--- config.mk ---
export PLATFORM = sky130hd
export DESIGN_NAME = alu_issue_stage
export DESIGN_NICKNAME = d
export VERILOG_FILES = /design/src/rtl/alu_pkg.sv /design/src/rtl/alu_issue_skid.sv /design/src/rtl/alu_issue_stage.sv
export SDC_FILE = /design/constraint.sdc
export NUM_CORES = 1
export LEC_CHECK = 0
export ABC_AREA = 1
export BUFFER_PORTS_ARGS = -buffer_cell sky130_fd_sc_hd__buf_4
export CELL_PAD_IN_SITES_DETAIL_PLACEMENT = 1
export CELL_PAD_IN_SITES_GLOBAL_PLACEMENT = 2
export CORE_UTILIZATION = 29
export CTS_CLUSTER_SIZE = 30
export DETAILED_ROUTE_END_ITERATION = 7
export PLACE_DENSITY_LB_ADDON = 0.1
export SYNTH_ARGS = -nofsm -noshare
export SYNTH_HDL_FRONTEND = slang
export SYNTH_SLANG_ARGS = --single-unit
export TNS_END_PERCENT = 50
--- constraint.sdc ---
create_clock -name clk -period 1.9 [get_ports clk]
set_clock_uncertainty 0.2 [all_clocks]
set_input_delay 0.095 -clock clk [delete_from_list [all_inputs] [get_ports clk]]
set_output_delay 0.095 -clock clk [all_outputs]
set_load 0.02 [all_outputs]
--- src/rtl/alu_pkg.sv ---
// Shared definitions for the ALU issue stage: ALU function codes, RV32I opcodes
// and the issue_t entry carried through the skid buffer.
package alu_pkg;

    localparam logic [3:0] ALU_ADD  = 4'b0000;
    localparam logic [3:0] ALU_SUB  = 4'b1000;
    localparam logic [3:0] ALU_SLL  = 4'b0001;
    localparam logic [3:0] ALU_SLT  = 4'b0010;
    localparam logic [3:0] ALU_SLTU = 4'b0011;
    localparam logic [3:0] ALU_XOR  = 4'b0100;
    localparam logic [3:0] ALU_SRL  = 4'b0101;
    localparam logic [3:0] ALU_SRA  = 4'b1101;
    localparam logic [3:0] ALU_OR   = 4'b0110;
    localparam logic [3:0] ALU_AND  = 4'b0111;
    localparam logic [3:0] ALU_LUI  = 4'b1001;

    localparam logic [6:0] OPC_OP     = 7'b0110011;
    localparam logic [6:0] OPC_OP_IMM = 7'b0010011;
    localparam logic [6:0] OPC_LUI    = 7'b0110111;
    localparam logic [6:0] OPC_AUIPC  = 7'b0010111;
    localparam logic [6:0] OPC_LOAD   = 7'b0000011;
    localparam logic [6:0] OPC_STORE  = 7'b0100011;

    typedef struct packed {
        logic [31:0] op_1;
        logic [31:0] op_2;
        logic [3:0]  alu_fun;
        logic [4:0]  rd;
        logic        we;
        logic        illegal;
    } issue_t;

    // alt selects the SUB/SRA variant (instruction bit 30)
    function automatic logic [3:0] alu_fun_of(input logic alt, input logic [2:0] funct3);
        logic [3:0] fun;
        fun = ALU_ADD;
        case (funct3)
            3'b000:  fun = alt ? ALU_SUB : ALU_ADD;
            3'b001:  fun = ALU_SLL;
            3'b010:  fun = ALU_SLT;
            3'b011:  fun = ALU_SLTU;
            3'b100:  fun = ALU_XOR;
            3'b101:  fun = alt ? ALU_SRA : ALU_SRL;
            3'b110:  fun = ALU_OR;
            default: fun = ALU_AND;
        endcase
        return fun;
    endfunction

endpackage

--- src/rtl/alu_issue_skid.sv ---
// Two-entry skid buffer of issue_t: main register drives the output, skid register
// absorbs the one extra entry accepted while in_ready is still high.
//
// state    | meaning
// ST_EMPTY | no entry held, out_valid=0
// ST_BUSY  | main holds an entry, skid empty
// ST_FULL  | main and skid both hold entries, in_ready=0
module alu_issue_skid
    import alu_pkg::*;
(
    input  logic   clk,
    input  logic   rst_n,
    input  logic   flush,
    input  logic   in_valid,
    output logic   in_ready,
    input  issue_t in_data,
    output logic   out_valid,
    input  logic   out_ready,
    output issue_t out_data
);

    typedef enum logic [1:0] {ST_EMPTY, ST_BUSY, ST_FULL} skid_state_t;

    skid_state_t state, state_nxt;
    issue_t      main_q, skid_q;
    logic        in_ready_q;
    logic        push, pop;
    logic        main_ld, main_from_skid, skid_ld;

    assign in_ready  = in_ready_q;
    assign out_valid = (state != ST_EMPTY);
    assign out_data  = main_q;
    assign push      = in_valid & in_ready_q;
    assign pop       = out_valid & out_ready;

    always_comb begin
        state_nxt      = state;
        main_ld        = 1'b0;
        main_from_skid = 1'b0;
        skid_ld        = 1'b0;
        case (state)
            ST_EMPTY: begin
                if (push) begin
                    state_nxt = ST_BUSY;
                    main_ld   = 1'b1;
                end
            end
            ST_BUSY: begin
                if (push && !pop) begin
                    state_nxt = ST_FULL;
                    skid_ld   = 1'b1;
                end else if (pop && !push) begin
                    state_nxt = ST_EMPTY;
                end else if (push && pop) begin
                    main_ld = 1'b1;
                end
            end
            ST_FULL: begin
                if (pop) begin
                    state_nxt      = ST_BUSY;
                    main_ld        = 1'b1;
                    main_from_skid = 1'b1;
                end
            end
            default: state_nxt = ST_EMPTY;
        endcase
        // Held data is left as is on flush; out_valid hides it.
        if (flush) begin
            state_nxt = ST_EMPTY;
            main_ld   = 1'b0;
            skid_ld   = 1'b0;
        end
    end

    always_ff @(posedge clk or negedge rst_n) begin
        if (!rst_n) begin
            state      <= ST_EMPTY;
            in_ready_q <= 1'b1;
            main_q     <= '0;
            skid_q     <= '0;
        end else begin
            state      <= state_nxt;
            in_ready_q <= (state_nxt != ST_FULL);
            if (main_ld) begin
                main_q <= main_from_skid ? skid_q : in_data;
            end
            if (skid_ld) begin
                skid_q <= in_data;
            end
        end
    end

endmodule

--- src/rtl/alu_issue_stage.sv ---
// RV32I decode/issue stage feeding the ALU through a registered skid buffer.
// Define ALU_ISSUE_ILLEGAL_EN to issue illegal entries flagged on out_illegal instead of dropping them.
module alu_issue_stage
    import alu_pkg::*;
#(
    parameter int          XLEN     = 32,
    parameter logic [31:0] RESET_PC = 32'h0
) (
    input  logic            clk,
    input  logic            rst_n,
    input  logic            flush,
    input  logic            in_valid,
    output logic            in_ready,
    input  logic [31:0]     in_instr,
    input  logic [XLEN-1:0] in_pc,
    input  logic [XLEN-1:0] in_rs1,
    input  logic [XLEN-1:0] in_rs2,
    output logic            out_valid,
    input  logic            out_ready,
    output logic [XLEN-1:0] out_op_1,
    output logic [XLEN-1:0] out_op_2,
    output logic [3:0]      out_alu_fun,
    output logic [4:0]      out_rd,
`ifdef ALU_ISSUE_ILLEGAL_EN
    output logic            out_illegal,
`endif
    output logic            out_we
);

    if (XLEN != 32 || RESET_PC != 32'h0) begin : g_param_check
        $error("alu_issue_stage supports only XLEN=32 and RESET_PC=0");
    end

    logic [6:0]  opcode;
    logic [2:0]  funct3;
    logic [6:0]  funct7;
    logic [31:0] imm_i, imm_s, imm_u;
    logic        op_legal;
    issue_t      dec, skid_out;
    logic        skid_in_valid;

    assign opcode = in_instr[6:0];
    assign funct3 = in_instr[14:12];
    assign funct7 = in_instr[31:25];
    assign imm_i  = {{20{in_instr[31]}}, in_instr[31:20]};
    assign imm_s  = {{20{in_instr[31]}}, in_instr[31:25], in_instr[11:7]};
    assign imm_u  = {in_instr[31:12], 12'b0};

    assign op_legal = (funct7 == 7'b0000000) ||
                      ((funct7 == 7'b0100000) && ((funct3 == 3'b000) || (funct3 == 3'b101)));

    always_comb begin
        dec         = '0;
        dec.alu_fun = ALU_ADD;
        dec.rd      = in_instr[11:7];
        case (opcode)
            OPC_OP: begin
                if (op_legal) begin
                    dec.op_1    = in_rs1;
                    dec.op_2    = in_rs2;
                    dec.alu_fun = alu_fun_of(in_instr[30], funct3);
                    dec.we      = 1'b1;
                end else begin
                    dec.illegal = 1'b1;
                end
            end
            OPC_OP_IMM: begin
                // bit 30 is immediate data except for the shift-right pair
                dec.op_1    = in_rs1;
                dec.op_2    = imm_i;
                dec.alu_fun = alu_fun_of((funct3 == 3'b101) && in_instr[30], funct3);
                dec.we      = 1'b1;
            end
            OPC_LUI: begin
                dec.op_1    = imm_u;
                dec.alu_fun = ALU_LUI;
                dec.we      = 1'b1;
            end
            OPC_AUIPC: begin
                dec.op_1 = imm_u;
                dec.op_2 = in_pc;
                dec.we   = 1'b1;
            end
            OPC_LOAD: begin
                dec.op_1 = in_rs1;
                dec.op_2 = imm_i;
                dec.we   = 1'b1;
            end
            OPC_STORE: begin
                dec.op_1 = in_rs1;
                dec.op_2 = imm_s;
            end
            default: dec.illegal = 1'b1;
        endcase
    end

`ifdef ALU_ISSUE_ILLEGAL_EN
    assign skid_in_valid = in_valid;
    assign out_illegal   = skid_out.illegal;
`else
    // Illegal words are still accepted upstream, they just never enter the buffer.
    logic unused_illegal;
    assign skid_in_valid  = in_valid & ~dec.illegal;
    assign unused_illegal = skid_out.illegal;
`endif

    alu_issue_skid u_skid (
        .clk       (clk),
        .rst_n     (rst_n),
        .flush     (flush),
        .in_valid  (skid_in_valid),
        .in_ready  (in_ready),
        .in_data   (dec),
        .out_valid (out_valid),
        .out_ready (out_ready),
        .out_data  (skid_out)
    );

    assign out_op_1    = skid_out.op_1;
    assign out_op_2    = skid_out.op_2;
    assign out_alu_fun = skid_out.alu_fun;
    assign out_rd      = skid_out.rd;
    assign out_we      = skid_out.we;

endmodule
Yosys cells after proc, flatten, opt, wreduce, memory -nomap -nowiden
Cells that the tools add are included.
{"block": "word_totals", "reg_bits": 152, "latch_bits": 0, "ramBits": 0, "mem_bits_ro": 0, "in_bits": 133, "out_inout_bits": 76, "wordCells": 83, "memories": 0}
{"block": "classes", "addsub": 0, "n_mul": 0, "div": 0, "n_lt_le_gt_ge": 0, "n_eq_ne": 16, "n_shift": 0, "muxes": 32, "n_bitwise": 4, "reduce_logical": 18}
{"operator": "$pmux 32 s4", "n": 1}
{"operator": "$pmux 32 s3", "n": 1}
{"operator": "$mux 75", "n": 1}
{"operator": "$mux 68", "n": 1}
{"operator": "$pmux 4 s7", "n": 2}
{"operator": "$eq 7x6->1 const B", "n": 4}
{"operator": "$mux 4", "n": 4}
{"operator": "$eq 7x5->1 const B", "n": 2}
{"operator": "$mux 1", "n": 12}
{"operator": "$pmux 4 s3", "n": 1}
{"operator": "$mux 2", "n": 5}
{"operator": "$eq 3x3->1 const B", "n": 3}
{"operator": "$eq 7x2->1 const B", "n": 1}
{"operator": "$logic_not 7->1", "n": 1}
{"operator": "$eq 3x2->1 const B", "n": 2}
{"operator": "$pmux 2 s3", "n": 1}
{"operator": "$logic_and 1x1->1", "n": 5}
{"operator": "$reduce_or 5->1", "n": 1}
{"operator": "$pmux 1 s2", "n": 2}
{"operator": "$reduce_or 2->1", "n": 2}
{"operator": "$reduce_or 4->1", "n": 1}
{"operator": "$and 1x1->1", "n": 3}
{"operator": "$eq 3x1->1 const B", "n": 1}
{"operator": "$logic_not 3->1", "n": 1}
{"operator": "other kinds (10)", "n": 12}

Longest topological paths before layout
Gate-level depths: netlist of run 1.
{"block": "depth", "ltp_word": 16, "depth_mapped": 14, "depth_no_buf": 12}

By module
Synthesis of run 1 repeated with hierarchy kept, for this count alone.
{"block": "unflattened", "cells_unflattened": 1276, "hier_area_um2": 9013.6}
{"module": "alu_issue_skid", "instances": 1, "cells_each": 926, "area_per_inst_um2": 7392.1, "seq_area_each_um2": 3829.9}
{"module": "alu_issue_stage", "instances": 1, "cells_each": 350, "area_per_inst_um2": 1621.6, "seq_area_each_um2": 0.0}

Worst setup path after synthesis of run 1
OpenSTA, ideal clock, no wires.
{"block": "synth_path", "kind": "flip-flop to flip-flop", "from": "register u_skid.state[0]", "to": "register u_skid.main_q, in the netlist u_skid.out_data[34]", "setup_time_ns": 0.066, "arrival_ns": 1.426, "required_time_ns": 1.634, "setup_slack_ns": 0.208, "path_stages_with_launch": 10, "n_path_buf": 2, "synth_period_minus_slack_ns": 1.692, "cell_sequence": "dfrtp_1 nor2_1 inv_1 nor2_2 buf_2 clkbuf_1 nand2_1 nand2_1 nand3_1 nand2_1"}
{"block": "synth_between", "elab_chain_len": 8, "word_cells_on_any_way": 17, "cone_classes": "eq/ne (2); mux (8); bitwise (1); reduce/logical (6)"}
{"element": "from (decl)", "line_no": "alu_issue_skid.sv:24", "source": "skid_state_t state, state_nxt;"}
{"element": "from (signal assigned)", "line_no": "alu_issue_skid.sv:82", "source": "state <= state_nxt;"}
{"element": "$reduce_bool 2->1", "line_no": "alu_issue_skid.sv:31", "source": "assign out_valid = (state != ST_EMPTY);"}
{"element": "$and 1x1->1", "line_no": "alu_issue_skid.sv:34", "source": "assign pop = out_valid & out_ready;"}
{"element": "$logic_and 1x1->1", "line_no": "alu_issue_skid.sv:54", "source": "end else if (push && pop) begin"}
{"element": "$mux 1", "line_no": "alu_issue_skid.sv:54"}
{"element": "$mux 1", "line_no": "alu_issue_skid.sv:52", "source": "end else if (pop && !push) begin"}
{"element": "$mux 1", "line_no": "alu_issue_skid.sv:49", "source": "if (push && !pop) begin"}
{"element": "$pmux 1 s3", "line_no": "alu_issue_skid.sv:41", "source": "case (state)"}
{"element": "$mux 1", "line_no": "alu_issue_skid.sv:68", "source": "if (flush) begin"}
{"element": "to (signal assigned)", "line_no": "alu_issue_skid.sv:85", "source": "main_q <= main_from_skid ? skid_q : in_data;"}
{"element": "to (decl)", "line_no": "alu_issue_skid.sv:25", "source": "issue_t main_q, skid_q;"}
Several ways; a longest one is shown, not always the timed one.
A chain may end at the register's enable or synchronous reset.

Worst setup path in the final report of run 1
{"block": "layout_path", "from": "register u_skid.in_ready_q (netlist: u_skid.in_ready)", "to": "register u_skid.main_q, in the netlist u_skid.out_data[12]"}
{"block": "layout_between", "elab_chain_len": 7, "word_cells_on_any_way": 11, "cone_classes": "mux (6); bitwise (1); reduce/logical (4)"}
{"element": "from (decl)", "line_no": "alu_issue_skid.sv:26", "source": "logic in_ready_q;"}
{"element": "from (signal assigned)", "line_no": "alu_issue_skid.sv:83", "source": "in_ready_q <= (state_nxt != ST_FULL);"}
{"element": "$and 1x1->1 (*)", "line_no": "alu_issue_skid.sv:33", "source": "assign push = in_valid & in_ready_q;"}
{"element": "$logic_and 1x1->1 / $logic_not 1->1 (equally long branches)", "line_no": "alu_issue_skid.sv:54, alu_issue_skid.sv:52"}
{"element": "$mux 1 / $logic_and 1x1->1 (equally long branches)", "line_no": "alu_issue_skid.sv:54, alu_issue_skid.sv:52"}
{"element": "$mux 1", "line_no": "alu_issue_skid.sv:52"}
{"element": "$mux 1", "line_no": "alu_issue_skid.sv:49"}
{"element": "$pmux 1 s3 (*)", "line_no": "alu_issue_skid.sv:41"}
{"element": "$mux 1 (*)", "line_no": "alu_issue_skid.sv:68"}
Mark *: on every way between the ends. The rest lies on a longest branch, timed or not.

==> summary.txt, run 1 <==
CTS tree -> yes
crit path time final -> 1821 ps
multi-input logic area -> 4115 µm²
fin. max-slew vios -> 0
post-route ant nets -> 0
max incr delay on CP -> 560 ps
yosys warns -> 0
Core Area -> 28860 µm²
GRT Total Usage -> 22.57%
Pwr Density -> 598.8 nW/µm²
Synth Register Bits -> 151
vias in the first global route -> 9666
H-tree depth -> 4
global-route wire length before repair -> 53.61 mm
DR DRC count -> 0
Worst Hold Class -> in2async
R2R Path End -> u_skid.out_data[12]
Reg clk slew, reported paths -> 70 ps
largest net degree at the start of global routing -> 59
critical path endpoint category -> register
Register-to-Register Path Depth -> 8
Placer Congestion -> 0.7900
run status -> finished, final reports clean
Max-slew headroom -> 72.08%
Comb power frac -> 12.4%
placed cell count -> 1842
post-synthesis cell area -> 8572 µm²
setup violators final -> 0
syn avg cell area -> 6.723 µm²
Nets -> 1731
register share of total power -> 43.2%
switching part of the total -> 27.19%
Die ar. -> 30250 µm²
# diodes -> 0
RSZ-0062 raised after global routing -> true
CP Launch Type -> register
drt first-iter violations -> 473
dpl ws -> -12.77 ps
IO Count -> 209
Fillers -> 3694
clock buffer depth -> 2
Bufs and invs on worst path -> 2
P&R area growth vs syn -> 48.47%
Crit-path slowest cell -> dfstp_2
critical path peak fanout -> 10
overall via count from detail_route -> 9266
Reg2Reg Setup Slack -> 80 ps
worst slew pin tran -> 418.9 ps
initial antenna violation count -> 0
post-DP HPWL -> 22.40 mm
Final Util -> 44.10%
WL/cell -> 16.74 µm
final std cells w/o fill -> 1994
CP arrival -> 1950 ps
clk_lat worst skew -> 430 ps
VDD IR-drop max -> 0.4972 mV
sequential share of the synthesized area -> 44.10%
remaining global-route overflow -> 0
Leakage -> 7.240 nW
Hold Fails Final Rpt -> 0
vias per cell -> 4.647
max_cap viols -> 0
NetSw -> 2.072 mW
cell family with most CP delay -> simple AND/OR/NAND/NOR gates
Post-Synthesis Net Count -> 1408
clk root buf -> clkbuf_16
layout cells sized above 1 -> 20.87%
Worst Setup Slack, final -> 78.77 ps
Site Rows -> 62
number of iterations in the first detailed-routing pass -> 4
final setup TNS -> 0 ps
port bufs -> 208
Sink Count -> 151
overall die width -> 173.9 µm
P_int -> 5.549 mW
Starting Density -> 29.70%
critical path type -> reg2reg
synth unique cells -> 28
power share of the clock group -> 44.4%
Hold WS -> 16.47 ps
Required @ worst endpoint -> 2020 ps
fmax -> 549.1 MHz
Final Cycle Share -> 95.85%
worst path cell trace -> nand2_2 > inv_1 > nand4_1 > nand2_4 > nand2_4 > buf_4 > nand2_1 > nand2_1
Post-Syn Instances -> 1275
CTS Buf Count -> 17
storage element area -> 3780 µm²
final wirelength -> 33.39 mm
R2R Path Start -> u_skid.in_ready
die height -> 173.9 µm
[cells in the mapped netlist]
library cell	count	share of area, %
nand2_4	1	0.13
nor2_4	1	0.13
nor2_1	91	4.0
clkbuf_1	28	1.2
nor3_1	2	0.12
nor2_8	1	0.23
inv_2	8	0.35
buf_2	27	1.6
inv_1	66	2.9
nand3_2	1	0.12
o31ai_1	1	0.088
nor3_2	1	0.12
nand2_1	636	28
nor2_2	3	0.22
o21ai_0	14	0.82
dfstp_2	1	0.31
buf_1	12	0.53
nand2_2	4	0.29
o21ai_1	11	0.64
a21oi_2	1	0.10
a21oi_1	21	1.2
nor4_1	1	0.073
nand4_1	56	4.1
o21a_1	1	0.088
dfrtp_1	150	44
buf_4	7	0.61
nand3_1	117	6.8
buf_6	12	1.6
[registers in the layout (all words and copies together), names as in the netlist]
signal and flops:
u_skid.out_data 74, u_skid.state 2, u_skid.skid_q 74, u_skid.in_ready 1
[logic make-up after synthesis]
family / share of synthesized area (%)
and+or+nand+nor: 44.18
AOI/OAI and AO/OA: 2.963
DFF: 44.10
buffers and inverters: 8.758
[layer usage]
layer  vias up  GRT usage, %  wire [µm]
li1       4632             -          -
met1      4430         30.08      15540
met3        25         3.150       1283
met4         0         5.117        423
met2       179         38.62      16140
met5         -             0          0
[how the worst max path moves through the flow]
stage                                from                   to  slack (ps)  depth (start not counted)
after floorplan           u_skid.state[0]  u_skid.out_data[34]         210                          9
after global placement       in_instr[29]  u_skid.out_data[45]          30                         12
after detailed placement      in_instr[1]  u_skid.out_data[66]         -10                         10
after CTS                     in_instr[1]  u_skid.out_data[66]          30                         13
after global routing          in_instr[2]  u_skid.out_data[62]         -20                         14
final                     u_skid.in_ready  u_skid.out_data[12]          80                          8
[metrics by stage]
step	power [mW]	cell area, µm²
floorplan	3.604	8572
global placement	4.142	10890
detailed placement	4.147	10890
CTS	7.742	12660
global route	7.937	12730
finish	7.621	12730
[power groups by stage]
stage          Clock (mW)  Combinational, mW  Sequential (mW)
3_5_place_dp            0              0.791             3.36
6_report             3.39              0.942             3.29
2_1_floorplan           0              0.201             3.40
3_3_place_gp            0              0.787             3.35
4_1_cts              3.50              0.944             3.29
5_1_grt              3.62               1.02             3.30
[final cells by class]
class                      count  area share (%)
multi-input combinational    964           32.33
sequential                   151           29.70
timing repair buffer         390           27.54
tap                          384           3.775
clock buffer                  17           3.343
inverter                      74           2.212
clock inverter                14           1.101
[repair_timing]
item                                    4_1_cts  5_1_grt
endpoints found under the setup margin        0       74
gates resized for setup                       0       14
buffers inserted                              0        2
hold buffers                                119        0
hold endpoints to repair                    284        0
[cells in the final DEF, fill, tap and decap left out, drive strengths merged, types with 3 or more instances in the layout]
cell | synthesis | layout
nor3 | 3 | 3
o21ai | 25 | 25
clkinv | 0 | 4
inv | 74 | 79
dlygate4sd3 | 0 | 118
clkinvlp | 0 | 4
nand4 | 56 | 56
nand3 | 118 | 118
clkbuf | 28 | 17
dfrtp | 150 | 150
nor2 | 96 | 96
buf | 58 | 272
nand2 | 641 | 641
a21oi | 22 | 22
[tightest hold or removal path, cell delays in order]
cell           delay [ps]
dlygate4sd3_1         540
buf_6                 160
buf_12                200
No activity file was read; power rests on OpenSTA's default activity.
==> inputs of run 2 (changes only) <==
--- a/config.mk
+++ b/config.mk
@@ -6,12 +6,12 @@
 export NUM_CORES = 1
 export LEC_CHECK = 0
 export ABC_AREA = 1
-export BUFFER_PORTS_ARGS = -buffer_cell sky130_fd_sc_hd__buf_4
 export CELL_PAD_IN_SITES_DETAIL_PLACEMENT = 1
 export CELL_PAD_IN_SITES_GLOBAL_PLACEMENT = 2
-export CORE_UTILIZATION = 29
+export CORE_UTILIZATION = 31
 export CTS_CLUSTER_SIZE = 30
 export DETAILED_ROUTE_END_ITERATION = 7
+export DONT_BUFFER_PORTS = 1
 export PLACE_DENSITY_LB_ADDON = 0.1
 export SYNTH_ARGS = -nofsm -noshare
 export SYNTH_HDL_FRONTEND = slang
==> constraint.sdc (replaced) <==
create_clock -name clk -period 1.5 [get_ports clk]
set_clock_uncertainty 0.2 [all_clocks]
set_input_delay 0.075 -clock clk [delete_from_list [all_inputs] [get_ports clk]]
set_output_delay 0.075 -clock clk [all_outputs]
set_load 0.02 [all_outputs]
==> run 2 against run 1 <==
Compared with the run above:
- the run now ends with hold timing, setup timing left
- hold slack got worse by 880 ps
- via count fell by 4.3%
- worst setup slack got worse by 380 ps
==> summary.txt, run 2 (same netlist as run 1, synthesis figures left out) <==
overall via count from detail_route -> 8869
VDD IR-drop max -> 0.5039 mV
number of iterations in the first detailed-routing pass -> 4
H-tree depth -> 4
vias per cell -> 4.900
overall die width -> 168.3 µm
NetSw -> 2.503 mW
largest net degree at the start of global routing -> 152
P_int -> 7.026 mW
Pwr Density -> 792.3 nW/µm²
register share of total power -> 44.7%
power share of the clock group -> 47.2%
Starting Density -> 31.72%
violated checks -> hold timing, setup timing
IO Count -> 209
clk_lat worst skew -> 430 ps
Hold Fails Final Rpt -> 229
Site Rows -> 60
Worst Hold Class -> in2async
P&R area growth vs syn -> 40.32%
setup violators final -> 152
critical path type -> reg2reg
GRT Total Usage -> 24.09%
crit path time final -> 1806 ps
critical path endpoint category -> register
die height -> 168.3 µm
Required @ worst endpoint -> 1610 ps
critical path peak fanout -> 10
final wirelength -> 34.27 mm
Max-slew headroom -> 58.49%
Final Util -> 44.50%
Sink Count -> 151
global-route wire length before repair -> 52.92 mm
CP Launch Type -> register
Placer Congestion -> 0.7885
fin. max-slew vios -> 0
switching part of the total -> 26.27%
remaining global-route overflow -> 0
CP arrival -> 1920 ps
drt first-iter violations -> 505
port bufs -> 0
R2R Path End -> u_skid.skid_q[7]
clk root buf -> clkbuf_16
Reg clk slew, reported paths -> 70 ps
worst slew pin tran -> 620.6 ps
placed cell count -> 1632
post-route ant nets -> 0
Final Cycle Share -> 120.4%
Register-to-Register Path Depth -> 8
final std cells w/o fill -> 1810
Hold WS -> -862.3 ps
R2R Path Start -> u_skid.state[0]
max_cap viols -> 0
CTS tree -> yes
fmax -> 553.7 MHz
RSZ-0062 raised after global routing -> true
layout cells sized above 1 -> 16.02%
Comb power frac -> 8.2%
Worst Setup Slack, final -> -306.0 ps
Leakage -> 6.578 nW
DR DRC count -> 0
WL/cell -> 18.93 µm
most common cell after layout, fill and taps aside -> nand2_1
most frequent cells in the layout -> 589 x nand2_1, 150 x dfrtp_1, 129 x dlygate4sd3_1
post-DP HPWL -> 20.85 mm
initial antenna violation count -> 2
run status -> finished, violations left
vias in the first global route -> 9443
Reg2Reg Setup Slack -> -310 ps
Core Area -> 27030 µm²
Die ar. -> 28320 µm²
clock buffer depth -> 2
Nets -> 1587
CTS Buf Count -> 17
[run 2: changes by cell type in the layout (fill, tap and decap cells not counted), moves of 8 or more]
cell	change
nand2_1	-40
nand3_2	+8
nand3_1	-8
dlygate4sd3_1	+11
buf_4	-171
nand2_2	+38
[run 2: power by group through the flow]
| stage | Clock, mW | Sequential, mW | Combinational, mW |
|---|---|---|---|
| after detailed placement | 0 | 4.34 | 0.423 |
| after CTS | 4.64 | 4.26 | 0.735 |
| final | 4.50 | 4.26 | 0.777 |
| after global routing | 4.78 | 4.26 | 0.848 |
| after global placement | 0 | 4.33 | 0.418 |
| after floorplan | 0 | 4.31 | 0.257 |
[run 2: what timing repair did]
item                                   CTS  global route
hold buffers                           125             5
resized for setup                       37            60
pin swaps                                3            16
setup endpoints to repair              150           152
endpoints found under the hold margin  302           211
gates cloned                             2             5
buffers inserted                         6             2
[run 2: metrics by stage]
stage / total power [mW] / worst slack (ps) / hold WS [ps] / setup TNS [ps] / area (µm²)
floorplan: 4.568 / -111.3 / -420.6 / -11960 / 8636
global placement: 4.752 / -249.0 / -416.3 / -29420 / 9590
detailed placement: 4.759 / -273.3 / -416.1 / -35160 / 9590
CTS: 9.627 / -242.1 / -882.9 / -30080 / 11650
global route: 9.886 / -397.0 / -889.6 / -50490 / 12030
finish: 9.529 / -306.0 / -862.3 / -38800 / 12030
[run 2: metal layers]
metal | GRT usage (%) | share of wire, % | wire (µm) | vias up
li1 | - | - | - | 4355
met1 | 30.38 | 45 | 15530 | 4334
met5 | 0 | 0 | 0 | -
met2 | 41.84 | 50 | 17070 | 160
met3 | 4.701 | 3.8 | 1318 | 20
met4 | 6.561 | 1.0 | 355 | 0
[run 2: how the worst max path moves through the flow]
| stage | to | start | cells after the start | slack (ps) |
|---|---|---|---|---|
| after floorplan | u_skid.out_data[11] | u_skid.in_ready | 9 | -110 |
| after global placement | u_skid.skid_q[6] | u_skid.state[1] | 6 | -250 |
| after detailed placement | u_skid.out_data[70] | u_skid.state[1] | 11 | -270 |
| after CTS | u_skid.skid_q[16] | u_skid.state[0] | 8 | -240 |
| after global routing | u_skid.out_data[48] | u_skid.in_ready | 8 | -400 |
| final | u_skid.skid_q[7] | u_skid.state[0] | 8 | -310 |
[run 2: final cells by class]
cell class	instances	area, µm²
antenna	2	5.005
tap	341	426.7
clock inverter	14	163.9
clock buffer	18	429.2
fill	3371	15000
timing repair buffer	246	2628
multi-input combinational	964	4307
inverter	74	289.0
sequential	151	3780
[run 2: critical path, cell delays in order (launching register included)]
cell and delay (ps):
dfrtp_1 420, inv_2 80, nor4_4 190, buf_4 160, nand3_4 150, buf_12 200, clkbuf_16 170, nand2_1 60
nand2_1 50
==> inputs of run 3 (changes only) <==
--- a/config.mk
+++ b/config.mk
@@ -12,7 +12,7 @@
 export CTS_CLUSTER_SIZE = 30
 export DETAILED_ROUTE_END_ITERATION = 7
 export DONT_BUFFER_PORTS = 1
-export PLACE_DENSITY_LB_ADDON = 0.1
+export PLACE_DENSITY = 0.84
 export SYNTH_ARGS = -nofsm -noshare
 export SYNTH_HDL_FRONTEND = slang
 export SYNTH_SLANG_ARGS = --single-unit
==> run 3 against run 2 <==
Compared with the run above:
- clock power rose by 3%
- worst setup slack got worse by 80 ps
- global-route usage fell by 0.39 points
- sequential power barely moved
- core utilization rose by 1.2 points
- the run still ends with hold timing, setup timing left
- via count rose by 5.5%
- first-iteration DRC count rose by 0.40%
- non-clock buffer count rose by 2
- largest power group unchanged
- fmax fell by 4.2%
- die area did not move
- routed wire length rose by 7.2%
==> summary.txt, run 3 (same netlist as run 1, synthesis figures left out) <==
run status -> finished, violations left
violated checks -> hold timing, setup timing
critical path endpoint category -> register
Crit path depth -> 8
Register-to-Register Path Depth -> 8
GRT Total Usage -> 23.71%
worst slew pin tran -> 443.1 ps
Die ar. -> 28320 µm²
Final Cycle Share -> 125.7%
final setup TNS -> -49290 ps
power share of the clock group -> 47.7%
clock buffer depth -> 2
fmax -> 530.3 MHz
register share of total power -> 43.9%
Bufs and invs on worst path -> 2
remaining global-route overflow -> 0
cell family with most CP delay -> simple AND/OR/NAND/NOR gates
Placer Congestion -> 0.8383
WL/cell -> 20.24 µm
port bufs -> 0
fin area -> 12340 µm²
die height -> 168.3 µm
drt first-iter violations -> 507
critical path peak fanout -> 8
CP arrival -> 2010 ps
DR DRC count -> 0
Nets -> 1591
Required @ worst endpoint -> 1620 ps
Leakage -> 6.663 nW
final wirelength -> 36.74 mm
initial antenna violation count -> 2
Crit-path slowest cell -> dfstp_2
Pwr Density -> 785.7 nW/µm²
IO Count -> 209
max incr delay on CP -> 570 ps
CTS Buf Count -> 17
Core Area -> 27030 µm²
Site Rows -> 60
P_int -> 7.071 mW
clk root buf -> clkbuf_16
number of iterations in the first detailed-routing pass -> 5
CTS tree -> yes
global-route wire length before repair -> 52.56 mm
crit path time final -> 1886 ps
VDD IR-drop max -> 0.6441 mV
largest net degree at the start of global routing -> 152
P&R area growth vs syn -> 43.96%
Hold WS -> -861.3 ps
R2R Path End -> u_skid.out_data[12]
vias in the first global route -> 9645
most common cell after layout, fill and taps aside -> nand2_1
Worst Setup Slack, final -> -385.8 ps
layout cells sized above 1 -> 17.47%
placed cell area -> 9620 µm²
post-route ant nets -> 0
Starting Density -> 31.72%
CP Launch Type -> register
RSZ-0062 raised after global routing -> true
overall die width -> 168.3 µm
Max-slew headroom -> 70.43%
Sink Count -> 151
NetSw -> 2.625 mW
max_cap viols -> 0
Critical Path Start -> u_skid.in_ready
clk_lat worst skew -> 430 ps
Comb power frac -> 8.4%
critical path type -> reg2reg
H-tree depth -> 4
post-DP HPWL -> 21.56 mm
R2R Path Start -> u_skid.in_ready
Reg clk slew, reported paths -> 70 ps
fin. max-slew vios -> 0
Worst Setup EP -> u_skid.out_data[12]
Worst Hold Class -> in2async
Hold Fails Final Rpt -> 159
most frequent cells in the layout -> 565 x nand2_1, 150 x dfrtp_1, 128 x dlygate4sd3_1
overall via count from detail_route -> 9361
setup violators final -> 152
Reg2Reg Setup Slack -> -390 ps
switching part of the total -> 27.07%
worst path cell trace -> nand2_4 > inv_2 > nand4_1 > nand2_8 > nand2_8 > clkbuf_16 > nand2_4 > nand2_2
vias per cell -> 5.158
[run 3: changes by cell type in the layout (fill, tap and decap cells not counted), moves of 3 or more]
cell       before  now
nand2_1       589  565
inv_8           3    6
nand3_2        10    3
buf_12         21   28
buf_6          10    3
buf_16          3    0
inv_6           6    3
nand2_4         4   24
nand2_2        46   50
nand3_1       107  114
clkbuf_16      21   29
[run 3: worst min path at each step]
stage                     start                   to  slack [ps]  cells past startpoint
after floorplan           rst_n  u_skid.out_data[10]        -420                      0
after global placement    rst_n  u_skid.out_data[37]        -410                      0
after detailed placement  rst_n  u_skid.out_data[37]        -420                      0
after CTS                 rst_n  u_skid.out_data[37]        -880                      0
after global routing      rst_n  u_skid.out_data[37]        -890                      0
final                     rst_n  u_skid.out_data[37]        -860                      0
[run 3: timing repair]
item	CTS	global route
buffers inserted	0	4
hold buffers	123	5
pin swaps	0	18
cloned	0	17
setup endpoints to repair	151	152
gates resized for setup	6	123
hold endpoints to repair	301	156
[run 3: area by class of cell]
class                      instances  area (µm²)
antenna                            3       7.507
clock buffer                      17       425.4
clock inverter                    15       181.4
fill                            3315       14690
inverter                          74       296.5
multi-input combinational        965        4446
sequential                       151        3780
tap                              341       426.7
timing repair buffer             248        2761
timing repair inverter             1       16.27
[run 3: through the flow]
step / setup slack (ps) / hold WS (ps) / cells / utilization (%) / power (mW)
after floorplan: -111.3 / -420.6 / 1275 / - / 4.568
after global placement: -303.4 / -414.1 / 1631 / 35.60 / 4.749
after detailed placement: -326.7 / -415.9 / 1631 / 35.60 / 4.764
after CTS: -265.5 / -883.5 / 1786 / 42.49 / 9.723
after global routing: -463.3 / -890.3 / 1813 / 45.64 / 10.00
final: -385.8 / -861.3 / 1815 / 45.66 / 9.696
[run 3: power by group through the flow]
stage | combinational, mW | clock (mW) | sequential [mW]
detailed placement | 0.436 | 0 | 4.33
finish | 0.814 | 4.63 | 4.26
CTS | 0.737 | 4.74 | 4.25
floorplan | 0.257 | 0 | 4.31
global route | 0.871 | 4.87 | 4.26
global placement | 0.422 | 0 | 4.33
[run 3: layer usage]
layer	up-vias	wire length [µm]	global-route usage (%)
met1	4641	15640	28.59
li1	4370	-	-
met3	69	1805	4.725
met2	279	18200	42.27
met5	-	10	0
met4	2	1082	7.352
